==> src/rtl/ntsc_word_packer_pkg.sv <==
// Shared types and constants for the NTSC word packer.
// The pixel and word widths, the FIFO entry layout, and the two FSM
// state encodings are defined here.
package ntsc_word_packer_pkg;

  localparam int PIX_W = 18;
  localparam int MEM_W = 2 * PIX_W;

  // One FIFO entry: the start-of-frame marker travels with the word it precedes.
  typedef struct packed {
    logic             sof;
    logic [PIX_W-1:0] hi;
    logic [PIX_W-1:0] lo;
  } fifo_entry_t;

  typedef enum logic [0:0] {
    S_WAIT_SOF = 1'b0,
    S_RUN      = 1'b1
  } in_state_t;

  typedef enum logic [1:0] {
    O_IDLE  = 2'd0,
    O_FRAME = 2'd1,
    O_WRITE = 2'd2
  } out_state_t;

  // Coordinate-derived pixel value: line number above the pixel-pair index.
  function automatic logic [PIX_W-1:0] test_pattern(input logic [8:0] x_pair,
                                                    input logic [8:0] y);
    logic [17:0] raw;
    raw = {y, x_pair};
    return PIX_W'(raw);
  endfunction

endpackage

==> src/rtl/ntsc_word_fifo.sv <==
// Small synchronous word FIFO for the NTSC packer.
// A push into a full FIFO is accepted when a pop happens in the same cycle.
// clr_sof_i clears the sof bit of the head entry in place.
module ntsc_word_fifo
  import ntsc_word_packer_pkg::*;
#(
  parameter int DEPTH = 8
) (
  input  logic                     clock,
  input  logic                     reset,
  input  logic                     push_i,
  input  fifo_entry_t              wdata_i,
  input  logic                     pop_i,
  input  logic                     clr_sof_i,
  output fifo_entry_t              head_o,
  output logic                     next_sof_o,
  output logic                     full_o,
  output logic                     empty_o,
  output logic [$clog2(DEPTH):0]   level_o
);

  localparam int AW = $clog2(DEPTH);

  fifo_entry_t   mem [DEPTH];
  logic [AW-1:0] rd_q, rd_d;
  logic [AW-1:0] wr_q, wr_d;
  logic [AW:0]   level_q, level_d;
  logic          do_push;
  logic          do_pop;

  assign empty_o    = (level_q == '0);
  assign full_o     = (level_q == (AW+1)'(DEPTH));
  assign level_o    = level_q;
  assign head_o     = mem[rd_q];
  assign next_sof_o = mem[rd_q + AW'(1)].sof;

  // Qualify requests against occupancy; a pop frees a slot for a same-cycle push.
  always_comb begin
    do_pop  = pop_i && !empty_o;
    do_push = push_i && (!full_o || do_pop);
    rd_d    = do_pop  ? rd_q + AW'(1) : rd_q;
    wr_d    = do_push ? wr_q + AW'(1) : wr_q;
    level_d = level_q + (AW+1)'(do_push) - (AW+1)'(do_pop);
  end

  // Storage array; contents need no reset because the pointers define validity.
  always_ff @(posedge clock) begin
    if (clr_sof_i && !empty_o) mem[rd_q].sof <= 1'b0;
    if (do_push) mem[wr_q] <= wdata_i;
  end

  // Pointer and occupancy registers.
  always_ff @(posedge clock or negedge reset) begin
    if (!reset) begin
      rd_q    <= '0;
      wr_q    <= '0;
      level_q <= '0;
    end else begin
      rd_q    <= rd_d;
      wr_q    <= wr_d;
      level_q <= level_d;
    end
  end

endmodule

==> src/rtl/ntsc_word_packer.sv <==
// Packs horizontally adjacent NTSC pixels into memory words (even-x pixel in
// the high half), queues them, and hands them to the memory write port with a
// frame pulse ahead of the first word of each frame.
// Optional build macro NTSC_WORD_PACKER_TEST_PATTERN_EN adds test_sel, which
// substitutes a coordinate-derived pattern for the pixel data.
module ntsc_word_packer
  import ntsc_word_packer_pkg::*;
#(
  parameter int FIFO_DEPTH = 8,
  parameter int IMG_W      = 640,
  parameter int IMG_H      = 480
) (
  input  logic                          clock,
  input  logic                          reset,
  input  logic                          pix_valid,
  input  logic [PIX_W-1:0]              pix_data,
  input  logic [9:0]                    pix_x,
  input  logic [8:0]                    pix_y,
  input  logic                          frame_start,
`ifdef NTSC_WORD_PACKER_TEST_PATTERN_EN
  input  logic                          test_sel,
`endif
  input  logic                          done_ntsc,
  output logic                          ntsc_flag,
  output logic [MEM_W-1:0]              ntsc_pixel,
  output logic                          frame_flag,
  output logic                          overflow,
  output logic [$clog2(FIFO_DEPTH):0]   fifo_level
);

  localparam logic [9:0] IMG_W_L = 10'(IMG_W);
  localparam logic [8:0] IMG_H_L = 9'(IMG_H);
  localparam int         LW      = $clog2(FIFO_DEPTH) + 1;

  in_state_t        in_state_q, in_state_d;
  out_state_t       out_state_q, out_state_d;
  logic             half_valid_q, half_valid_d;
  logic [PIX_W-1:0] hi_half_q, hi_half_d;
  logic             sof_pending_q, sof_pending_d;
  logic             overflow_q, overflow_d;

  logic             accept;
  logic             push_req;
  logic             push;
  logic             pop;
  logic             clr_sof;
  logic [PIX_W-1:0] pix_word;
  fifo_entry_t      push_entry;
  fifo_entry_t      head;
  logic             next_sof;
  logic             fifo_full;
  logic             fifo_empty;

`ifdef NTSC_WORD_PACKER_TEST_PATTERN_EN
  assign pix_word = test_sel ? test_pattern(pix_x[9:1], pix_y) : pix_data;
`else
  assign pix_word = pix_data;
`endif

  assign accept     = (in_state_q == S_RUN) && pix_valid &&
                      (pix_x < IMG_W_L) && (pix_y < IMG_H_L);
  assign push_req   = accept && pix_x[0] && half_valid_q;
  assign push       = push_req && (!fifo_full || pop);
  assign push_entry = '{sof: sof_pending_q, hi: hi_half_q, lo: pix_word};

  // Input side: pair pixels, then let frame_start override the pair state.
  always_comb begin
    in_state_d    = in_state_q;
    half_valid_d  = half_valid_q;
    hi_half_d     = hi_half_q;
    sof_pending_d = sof_pending_q;
    overflow_d    = overflow_q;
    case (in_state_q)
      S_WAIT_SOF: begin
        if (frame_start) begin
          in_state_d    = S_RUN;
          sof_pending_d = 1'b1;
          half_valid_d  = 1'b0;
        end
      end
      default: begin
        if (accept && !pix_x[0]) begin
          hi_half_d    = pix_word;
          half_valid_d = 1'b1;
        end
        if (push_req) begin
          half_valid_d = 1'b0;
          // A dropped word leaves sof_pending untouched so the marker survives.
          if (push) sof_pending_d = 1'b0;
          else      overflow_d    = 1'b1;
        end
        if (frame_start) begin
          half_valid_d  = 1'b0;
          sof_pending_d = 1'b1;
        end
      end
    endcase
  end

  // Output side: frame pulse ahead of any sof-tagged word, then the write handshake.
  always_comb begin
    out_state_d = out_state_q;
    pop         = 1'b0;
    clr_sof     = 1'b0;
    case (out_state_q)
      O_IDLE: begin
        if (!fifo_empty) out_state_d = head.sof ? O_FRAME : O_WRITE;
      end
      O_FRAME: begin
        clr_sof     = 1'b1;
        out_state_d = O_WRITE;
      end
      O_WRITE: begin
        if (done_ntsc) begin
          pop = 1'b1;
          if (fifo_level > LW'(1)) out_state_d = next_sof ? O_FRAME : O_WRITE;
          else                     out_state_d = O_IDLE;
        end
      end
      default: out_state_d = O_IDLE;
    endcase
  end

  // State registers for both FSMs and the pairing context.
  always_ff @(posedge clock or negedge reset) begin
    if (!reset) begin
      in_state_q    <= S_WAIT_SOF;
      out_state_q   <= O_IDLE;
      half_valid_q  <= 1'b0;
      hi_half_q     <= '0;
      sof_pending_q <= 1'b0;
      overflow_q    <= 1'b0;
    end else begin
      in_state_q    <= in_state_d;
      out_state_q   <= out_state_d;
      half_valid_q  <= half_valid_d;
      hi_half_q     <= hi_half_d;
      sof_pending_q <= sof_pending_d;
      overflow_q    <= overflow_d;
    end
  end

  ntsc_word_fifo #(
    .DEPTH (FIFO_DEPTH)
  ) u_fifo (
    .clock      (clock),
    .reset      (reset),
    .push_i     (push),
    .wdata_i    (push_entry),
    .pop_i      (pop),
    .clr_sof_i  (clr_sof),
    .head_o     (head),
    .next_sof_o (next_sof),
    .full_o     (fifo_full),
    .empty_o    (fifo_empty),
    .level_o    (fifo_level)
  );

  assign ntsc_flag  = (out_state_q == O_WRITE);
  assign frame_flag = (out_state_q == O_FRAME);
  assign ntsc_pixel = ntsc_flag ? {head.hi, head.lo} : '0;
  assign overflow   = overflow_q;

endmodule
==> config.mk <==
export PLATFORM = sky130hd
export DESIGN_NAME = ntsc_word_packer
export DESIGN_NICKNAME = d
export VERILOG_FILES = /design/src/rtl/ntsc_word_packer_pkg.sv /design/src/rtl/ntsc_word_fifo.sv /design/src/rtl/ntsc_word_packer.sv
export SDC_FILE = /design/constraint.sdc
export NUM_CORES = 1
export LEC_CHECK = 0
export CAP_MARGIN = 20
export CORE_UTILIZATION = 62
export CTS_CLUSTER_SIZE = 30
export DETAILED_ROUTE_END_ITERATION = 6
export PLACE_DENSITY = 0.85
export SETUP_SLACK_MARGIN = 0.4
export SLEW_MARGIN = 10
export SYNTH_ARGS = -nofsm -noshare
export SYNTH_HDL_FRONTEND = slang
export SYNTH_SLANG_ARGS = --single-unit
export TNS_END_PERCENT = 50
==> constraint.sdc <==
create_clock -name clock -period 9.8 [get_ports clock]
set_clock_uncertainty 0.1 [all_clocks]
set_input_delay 1.96 -clock clock [delete_from_list [all_inputs] [get_ports clock]]
set_output_delay 1.96 -clock clock [all_outputs]
set_load 0.01 [all_outputs]
==> results.md, run 1 <==
* Leakage power of the design at 4.787 nW
* Setup CP Type: flop to primary output
* Hold Vio Cnt, Final at 0
* Latest clock arrival within the worst-skew pair at 550 ps
* Kind of start point of the critical path: flop
* Syn_nets at 739
* TritonCTS sink count at 330
* Maximum fanout along the worst path at 21
* Y dimension of the die at 144.4 um
* Core region area at 0.01965 mm^2
* Count of flip-flops with a built-in enable after synthesis at 296
* # Post-CTS Setup Buffers at 0
* Number of buffers and inverters on the critical path at 2
* Post-synth design cell area at 0.01258 mm^2
* Signal arrival time at the worst endpoint at 4090 ps
* Number of cell rows at between 50 and 60
* Max-cap violations at 0
* Overall via count from detail_route at 7354
* Area Growth Syn to Fin at 17.10%
* Global route overflow at 0
* Most repeated cell in the gate-level netlist after synthesis: edfxtp_1
* Number of nets in the finished design at 826
* Floorplan die width at roughly 140 um
* Number of antenna violations at the first check in global routing at 0
* Actual slew at the worst max-slew pin at between 1000 and 1500 ps
* Required time of the worst setup path at 7740 ps
* Number of search-and-repair iterations in the first detailed-routing pass at 5
* Initial DRC count at 922
* PD cells at ~280 mW/mm^2
* Post-detailed-routing wire length at 29360 um
* Ratio of cells with drive above 1 in the final layout at 15.38%
* Cell count after synthesis at 688
* Vias per inst at 6.905
* Number of top-level design ports at 85
* Dominant cell type by area after synthesis: edfxtp_1
* Number of diodes added for antenna fixing at 0
* Number of nets with antenna violations after detailed routing at 0
* Most used flip-flop cell after synthesis: edfxtp_1
* Synth async-reset ratio at between 10% and 20%
* Final weighted congestion in routability-driven placement at 0.7634
* Sequential element share of the synthesized area at roughly 77%
* Critical Path Sink Type: primary output
* Worst path slowest cell: nor3b_4
* Crit-path leading delay family: buffers and inverters
* Cts hold-fix bufs at 0
* Maximum clock path buffer count at 3
* Max rail drop VDD at 0.1638 mV
* Shortest clock period the worst path allows after layout at 6154 ps
* Share of the cycle needed by the critical path after routing at 62.80%
* Relative slew slack at 25.66%
* Post-CTS resize count at 0
* CTS clk-pin slew, worst paths at 70 ps
* Starting utilization of the core area at 63.99%
* Area fraction of the dominant cell type after synthesis at 70.68%
* H-tree depth reported by CTS at 1
* Worst min path class: flop to flop
* Final setup TNS at 0 ps
* Maximum number of pins on one net before global-route repair at 37
* Detailed Place HPWL at 15220 um
* Peak clock frequency supported by timing at 162.5 MHz
* Filler Cells Inserted at about 1100
* Post-route non-filler standard cell count at 1065
* Number of synthesized register bits at 330
* Unrepaired setup endpoints after global routing: false
* Placement-stage cell area at between 0.01 and 0.015 mm^2
* Pre-CTS setup slack at about 4300 ps
* Ranking of synthesized cells by instance count: 296 x edfxtp_1, 72 x a22oi_1, 36 x a22o_1, 36 x a31oi_1, 34 x dfrtp_1
* Number of synthesis warnings at 0
* Minimum setup slack in the final design at 3646 ps
* Cells along the critical path: nor3b_4 -> buf_4 -> a22o_1 -> a221oi_2 -> a31oi_1 -> clkdlybuf4s50_1
* Mean area per synthesized cell at 18.28 um^2
* Post-Place Cells at 1005
* Remaining design rule violation count at 0
* Wire length per cell at about 28 um
* Root Buffer: clkbuf_16
* Total Die Area at approximately 0.021 mm^2
* Delay contributed by the slowest stage of the critical path at 1020 ps
* Post-route standard cell area excluding fillers at 0.01473 mm^2
* Unique cell type count in the Yosys netlist at 50
* Overall routing resource usage at between 20% and 30%
* Total CTS buffers at 31
* Via count of the first global-routing pass at about 7500
* Status: finished clean
* First-pass GRT wire length at 43410 um
* Top post-synthesis cells by area: edfxtp_1 71%, dfrtp_1 6.8%, a22oi_1 4.3%
* Final setup violation count at 0
* Final slew viol count at 0
* TritonCTS clock tree: done
* Total power after layout at 4.121 mW
* Number of port buffers at 73
stage by stage:
stage | hold slack, ps | util (%)
after floorplan | 363.0 | -
after global routing | 426.6 | 74.93
after CTS | 407.5 | 74.65
final | 407.9 | 74.93
after global placement | 378.4 | 68.90
after detailed placement | 403.1 | 68.90
registers in the layout (all words and copies together) (netlist names), 2 cells and up:
register,flops
u_fifo.rd_q,3
hi_half_q,18
out_state_q,2
u_fifo.mem,296
u_fifo.wr_q,3
u_fifo.level_o,4
worst paths after layout:
path	start	to	slack, ps	cells past startpoint
max reg2reg	out_state_q[0]	u_fifo.mem[0][6]	6360	6
min in group asynchronous	reset	u_fifo.level_o[2]	1470	1
max	u_fifo.rd_q[1]	ntsc_pixel[30]	3650	6
min	out_state_q[0]	out_state_q[0]	410	1
max in group asynchronous	reset	hi_half_q[6]	7520	1
min reg2reg	out_state_q[0]	out_state_q[0]	410	1
metal layers:
metal  vias up  wire length, um  part of all wire, %  track usage [%]
met4         0              753                  2.6            11.52
met1      3719            10990                   37            36.83
met2       509            14750                   50            49.22
met3        77             2869                  9.8            5.464
li1       3049                -                    -                -
met5         -                0                    0                0
cell usage in the layout, fill, tap and decap left out, drive strengths merged, types with 21 or more instances in the layout:
master | synthesis | routed
dfrtp | 34 | 34
a31oi | 36 | 36
buf | 37 | 25
a221oi | 37 | 37
mux2 | 21 | 21
clkbuf | 6 | 39
a22oi | 72 | 72
a22o | 36 | 36
edfxtp | 296 | 296
clkdlybuf4s50 | 0 | 72
cell type report:
| cell class | instances | area (um^2) | share of cell area [%] |
|---|---|---|---|
| Multi-Input combinational cell | 304 | 2539 | 17.24 |
| Clock inverter | 19 | 294.0 | 1.997 |
| Timing Repair Buffer | 97 | 945.9 | 6.423 |
| Tap cell | 265 | 331.6 | 2.251 |
| Clock buffer | 39 | 835.8 | 5.675 |
| Inverter | 11 | 41.29 | 0.2804 |
| Sequential cell | 330 | 9739 | 66.13 |
cells by family (layout without fill, tap and decap cells):
family                   after synthesis  count (layout)  share of synthesized area [%]
multiplexers                          24              24                          2.318
AO/OA/AOI/OAI                        201             201                          12.78
flip-flops                           330             330                          77.45
adder cells (fa/ha/maj)                9               9                         0.9552
AND/OR/NAND/NOR                       63              63                          3.244
buffers and inverters                 54             166                          2.766
XOR/XNOR                               7               7                         0.4875
power by group:
group,leakage [nW],switching (mW),internal [mW],total [mW]
Sequential,3.07,0.103,1.61,1.72
Clock,0.540,0.506,0.792,1.30
Combinational,1.18,0.619,0.487,1.11
Total,4.79,1.23,2.89,4.12
Note: power is estimated with default switching activity, not from simulation.
==> run 2, diff against run 1 <==
CORE_UTILIZATION = 58   (was 62)
PLACE_DENSITY = 0.81   (was 0.85)
clock period = 5.7 ns   (was 9.8 ns; I/O delays follow)
==> run 2 against run 1 <==
Net effect:
- sequential power is 72% higher
- utilization is 5.8 points lower
- via count fell by 2.4%
- global-route usage fell by 2.8 points
- die area up 6.8%
- hold slack worse by 32 ps
- first-iteration DRC count decreased by 6.1%
- critical path depth stayed put
- design area is 0.76% lower
- clock power rose by 53%
- register-to-register slack got worse by 4100 ps
- critical path type unchanged
- critical endpoint is now ntsc_pixel[8]
- largest cell class unchanged
- largest power group unchanged
==> results.md, run 2 (synthesized netlist as in run 1, its figures left out) <==
* Latest clock arrival within the worst-skew pair at 550 ps (about the same)
* H-tree depth reported by CTS at 1 (unchanged)
* Total net switching power at 2.057 mW (+67%)
* Number of search-and-repair iterations in the first detailed-routing pass at 5 (unchanged)
* Number of nets in the finished design at 829 (+0.36%)
* Post-CTS resize count at 0 (unchanged)
* Hold Vio Cnt, Final at 0 (unchanged)
* Status: finished clean
* Wire length per cell at 26.33 um (-4.5%)
* Actual slew at the worst max-slew pin at 1047 ps (-66.97 ps)
* Most used cells in the layout excluding fill and tap cells: 296 x edfxtp_1, 72 x a22oi_1, 72 x clkdlybuf4s50_1
* Switching share of power at 30.03% (+0.22 points)
* Starting utilization of the core area at 59.45% (-4.5 points)
* Core region area at 0.02115 mm^2 (+7.6%)
* Final setup violation count at 0 (unchanged)
* Required time of the worst setup path at 4460 ps (-3280 ps)
* Pre-CTS setup slack at 1260 ps (-3010 ps)
* Internal power of the cells at 4.794 mW (+66%)
* Signal arrival time at the worst endpoint at 3690 ps (-400 ps)
* Maximum clock path buffer count at 3 (unchanged)
* Hold Slack at 375.7 ps (-32.25 ps)
* Number of flip-flops under the largest register name at 296 (unchanged)
* Post-detailed-routing wire length at 28360 um (-3.4%)
* Most frequent standard cell in the layout excluding fill and tap cells: edfxtp_1
* Number of port buffers at 73 (unchanged)
* Remaining design rule violation count at 0 (unchanged)
* Minimum setup slack in the final design at 770.2 ps (-2875 ps)
* CTS clk-pin slew, worst paths at 60 ps (about the same)
* Share of the cycle needed by the critical path after routing at 86.49%
* Root Buffer: clkbuf_16
* Number of cell rows at 53 (+3.9%)
* Combinational group share of total power at 28.0% (+1.1 points)
* Peak clock frequency supported by timing at 202.8 MHz
* Number of nets with antenna violations after detailed routing at 0 (unchanged)
* # Post-CTS Setup Buffers at 0 (unchanged)
* Max rail drop VDD at 0.3048 mV (+86%)
* Final slew viol count at 0 (unchanged)
* Cts hold-fix bufs at 0 (unchanged)
* Overall via count from detail_route at 7180 (-2.4%)
* Total Die Area at 0.02228 mm^2 (+6.8%)
* Clk pwr share at 29.0% (-2.5 points)
* Area Growth Syn to Fin at 16.21%
* Critical Path Sink Type: primary output
* Relative slew slack at 29.83% (+4.2 points)
* Maximum fanout along the worst path at 18 (-14%)
* Post-route non-filler standard cell count at 1077 (+1.1%)
* Final cell utilization of the core at 69.08% (-5.8 points)
* Top register by number of flip-flops: u_fifo.mem
* Max-cap violations at 0 (unchanged)
* Number of diodes added for antenna fixing at 0 (unchanged)
* Sequential group share of total power at 43.1% (+1.4 points)
* Unrepaired setup endpoints after global routing: false
* Kind of start point of the critical path: flop
* Via count of the first global-routing pass at 7316 (-3.0%)
* PD cells at 468.8 mW/mm^2 (+68%)
* Number of top-level design ports at 85 (unchanged)
* Setup CP Type: flop to primary output
* First-pass GRT wire length at 42300 um (-2.6%)
* Leakage power of the design at 4.747 nW (-0.85%)
* Global route overflow at 0 (unchanged)
* Vias per inst at 6.667 (-3.5%)
* Final setup TNS at 0 ps (unchanged)
* Y dimension of the die at 149.3 um (+3.3%)
* TritonCTS sink count at 330 (unchanged)
* Number of antenna violations at the first check in global routing at 0 (unchanged)
* Worst min path class: flop to flop
* Floorplan die width at 149.3 um (+3.3%)
* Final weighted congestion in routability-driven placement at 0.8068 (+5.7%)
* TritonCTS clock tree: done
* Total CTS buffers at 31 (unchanged)
* Initial DRC count at 866 (-6.1%)
* Overall routing resource usage at 26.08% (-2.8 points)
* Post-Place Cells at 1019 (+1.4%)
* Detailed Place HPWL at 15280 um (+0.44%)
* Ratio of cells with drive above 1 in the final layout at 14.71% (-0.66 points)
* Shortest clock period the worst path allows after layout at 4930 ps
* Maximum number of pins on one net before global-route repair at 41 (+11%)
run 2: metrics by stage:
step           power, mW  instance area, um^2
2_1_floorplan      4.124                12580
3_3_place_gp       4.788                13610
3_5_place_dp       4.868                13610
4_1_cts            6.825                14590
5_1_grt            7.087                14610
6_report           6.851                14610
run 2: layout make-up:
cell class	count	area [um^2]
clock buffers	37	818.3
clock inverters	20	166.4
fillers	1257	6540
inverters	11	41.29
multi-input cells	304	2539
flip-flops and latches	330	9739
well taps	275	344.1
repair buffers	100	965.9
run 2: per-layer routing:
| layer | GRT usage [%] | wire length (um) | up-vias |
|---|---|---|---|
| met4 | 9.388 | 676 | 0 |
| met3 | 4.526 | 2788 | 68 |
| li1 | - | - | 3055 |
| met5 | 0 | 0 | - |
| met1 | 34.53 | 10400 | 3587 |
| met2 | 43.72 | 14500 | 470 |
run 2: path summary, 6_finish.rpt:
kind | start | to | slack (ps) | depth (start not counted)
worst max-delay path | u_fifo.rd_q[0] | ntsc_pixel[8] | 770 | 6
worst min-delay path | overflow | overflow | 380 | 1
worst max register to register | out_state_q[0] | u_fifo.mem[4][12] | 2220 | 6
worst min register to register | overflow | overflow | 380 | 1
max in group asynchronous | reset | hi_half_q[7] | 4180 | 1
min in group asynchronous | reset | half_valid_q | 680 | 1
run 2: worst max-delay path: stages, from the launching register on:
cell and delay, ps:
dfrtp_1 810, nor3b_4 770, buf_4 420, a22o_1 190, a221oi_1 50, a31oi_1 310
clkdlybuf4s50_1 590
run 2: power by group through the flow:
stage	sequential (mW)	clock, mW	combinational [mW]
detailed placement	3.00	0	1.87
global route	2.97	2.08	2.03
finish	2.95	1.99	1.91
CTS	2.95	1.99	1.89
global placement	2.97	0	1.81
floorplan	2.91	0	1.22
==> run 3, diff against run 2 <==
clock period = 5.18 ns   (was 5.7 ns; I/O delays follow)
==> run 3 against run 2 <==
Net effect:
- largest power group unchanged
- critical path depth unchanged
- worst setup slack got worse by 170 ps
- utilization increased by 0.37 points
- non-clock buffer count decreased by 3
- largest cell class unchanged
- count of clock-buffer cells in the layout increased by 5
- highest routed layer unchanged
- final cell count decreased by 0.19%
- sequential share of layout area decreased by 0.35 points
==> results.md, run 3 (synthesized netlist as in run 1, its figures left out) <==
* Status: finished clean
* Maximum fanout along the worst path at 21 (+3)
* Peak clock frequency supported by timing at 218.5 MHz
* Sequential group share of total power at 42.3% (-0.8 points)
* Internal power of the cells at 5.387 mW (+12%)
* Worst r2r src: out_state_q[0]
* Filler Cells Inserted at 1224 (-2.6%)
* TritonCTS clock tree: done
* Area Growth Syn to Fin at 16.82%
* Global route overflow at 0 (unchanged)
* Actual slew at the worst max-slew pin at 714.6 ps (-332.3 ps)
* Number of nets with antenna violations after detailed routing at 0 (unchanged)
* Initial DRC count at 705 (-19%)
* Max rail drop VDD at 0.3452 mV (+13%)
* TritonCTS sink count at 330 (unchanged)
* Floorplan die width at 149.3 um (unchanged)
* Number of cell rows at 53 (unchanged)
* Length of routed wiring on met1 at 10450 um (+0.48%)
* Hold Vio Cnt, Final at 0 (unchanged)
* CTS clk-pin slew, worst paths at 60 ps (about the same)
* Switching share of power at 29.66% (-0.37 points)
* Latest clock arrival within the worst-skew pair at 570 ps (+20 ps)
* Unrepaired setup endpoints after global routing: false
* Number of flip-flops under the largest register name at 296 (unchanged)
* Vias per inst at 6.680 (+0.20%)
* Most used cells in the layout excluding fill and tap cells: 296 x edfxtp_1, 72 x a22oi_1, 72 x clkdlybuf4s50_1
* Via count of the first global-routing pass at 7347 (+0.42%)
* Capture instance of the worst register-to-register path: u_fifo.mem[4][13]
* Maximum number of pins on one net before global-route repair at 37 (-9.8%)
* Signal arrival time at the worst endpoint at 3440 ps (-250 ps)
* Cts hold-fix bufs at 0 (unchanged)
* Detailed Place HPWL at 14470 um (-5.3%)
* Register-to-Register Setup Slack at 1810 ps (-410 ps)
* Number of nets in the finished design at 826 (-0.36%)
* Max-cap violations at 0 (unchanged)
* Number of antenna violations at the first check in global routing at 0 (unchanged)
* Total net switching power at 2.271 mW (+10%)
* Last element of the critical path: ntsc_pixel[26]
* Post-detailed-routing wire length at 28700 um (+1.2%)
* Wire length per cell at 26.69 um (+1.4%)
* Final slew viol count at 0 (unchanged)
* Core region area at 0.02115 mm^2 (unchanged)
* Setup CP Type: flop to primary output
* Top register by number of flip-flops: u_fifo.mem
* Relative slew slack at 52.36% (+23 points)
* Leakage power of the design at 4.774 nW (+0.57%)
* Placement-stage cell area at 0.01361 mm^2 (about the same)
* Number of top-level design ports at 85 (unchanged)
* Critical Path Source: u_fifo.rd_q[0]
* Uppermost routed layer: met4
* Final setup TNS at 0 ps (unchanged)
* H-tree depth reported by CTS at 1 (unchanged)
* Total Die Area at 0.02228 mm^2 (unchanged)
* PD cells at 521.3 mW/mm^2 (+11%)
* Number of search-and-repair iterations in the first detailed-routing pass at 5 (unchanged)
* Maximum clock path buffer count at 3 (unchanged)
* Final weighted congestion in routability-driven placement at 0.7486 (-7.2%)
* Final setup violation count at 0 (unchanged)
* Number of port buffers at 73 (unchanged)
* # Post-CTS Setup Buffers at 0 (unchanged)
* Kind of start point of the critical path: flop
* Critical Path Sink Type: primary output
* Y dimension of the die at 149.3 um (unchanged)
* Root Buffer: clkbuf_16
* First-pass GRT wire length at 42530 um (+0.55%)
* Worst min path class: input port to asynchronous set/reset pin
* Number of diodes added for antenna fixing at 0 (unchanged)
* Overall routing resource usage at 26.30% (+0.22 points)
* Shortest clock period the worst path allows after layout at 4577 ps
* Total met3 wirelength after detailed routing at 2688 um (-3.6%)
* DR WL met2 at 14690 um (+1.4%)
* Required time of the worst setup path at 4040 ps (-420 ps)
* Remaining design rule violation count at 0 (unchanged)
* Combinational group share of total power at 27.5% (-0.5 points)
* Post-route standard cell area excluding fillers at 0.01469 mm^2 (+0.53%)
* Most frequent standard cell in the layout excluding fill and tap cells: edfxtp_1
* Post-CTS resize count at 0 (unchanged)
* Ratio of cells with drive above 1 in the final layout at 14.75% (+0.037 points)
* Share of the cycle needed by the critical path after routing at 88.36%
* Overall via count from detail_route at 7181 (+0.014%)
* Total power after layout at 7.659 mW (+12%)
* Starting utilization of the core area at 59.45% (unchanged)
* Worst reg2reg path depth at 6 (unchanged)
* Total CTS buffers at 31 (unchanged)
* Clk pwr share at 30.2% (+1.2 points)
[run 3: through the flow]
step | cells | hold slack (ps) | utilization [%] | worst slack, ps
floorplan | 688 | 363.0 | - | 341.3
global placement | 1016 | 356.2 | 64.35 | 1213
detailed placement | 1016 | 366.5 | 64.35 | 1143
CTS | 1074 | 399.6 | 69.36 | 635.5
global route | 1075 | 252.0 | 69.45 | 467.3
finish | 1075 | 259.8 | 69.45 | 603.1
[run 3: worst max-delay path, cell delays in order, from the launching register on]
cell	delay [ps]
dfrtp_1	800
nand2_1	190
nor2_4	520
buf_12	270
a22oi_1	110
a31oi_1	330
clkdlybuf4s50_1	640
[run 3: routing by layer]
metal | GRT usage [%] | up-vias
met1 | 33.18 | 3631
met4 | 11.84 | 0
met3 | 4.893 | 72
li1 | - | 3052
met2 | 44.49 | 426
met5 | 0 | -
[run 3: power by group through the flow]
stage / combinational [mW] / clock, mW / sequential [mW]
after floorplan: 1.34 / 0 / 3.20
after global placement: 2.01 / 0 / 3.27
after detailed placement: 2.08 / 0 / 3.29
after CTS: 2.10 / 2.34 / 3.24
after global routing: 2.25 / 2.44 / 3.26
final: 2.11 / 2.31 / 3.24
[run 3: how the worst min path moves through the flow]
| stage | cells after the start | end | startpoint |
|---|---|---|---|
| after floorplan | 1 | in_state_q | in_state_q |
| after global placement | 1 | overflow | overflow |
| after detailed placement | 1 | overflow | overflow |
| after CTS | 1 | overflow | overflow |
| after global routing | 1 | hi_half_q[4] | reset |
| final | 1 | hi_half_q[4] | reset |
[run 3: area by class of cell]
class                      count  area, um^2  area share, %
multi-input combinational    304        2539          17.28
sequential                   330        9739          66.29
tap                          275       344.1          2.342
inverter                      11       41.29         0.2810
clock inverter                16       192.7          1.312
timing repair buffer          97       968.4          6.592
clock buffer                  42       867.1          5.902
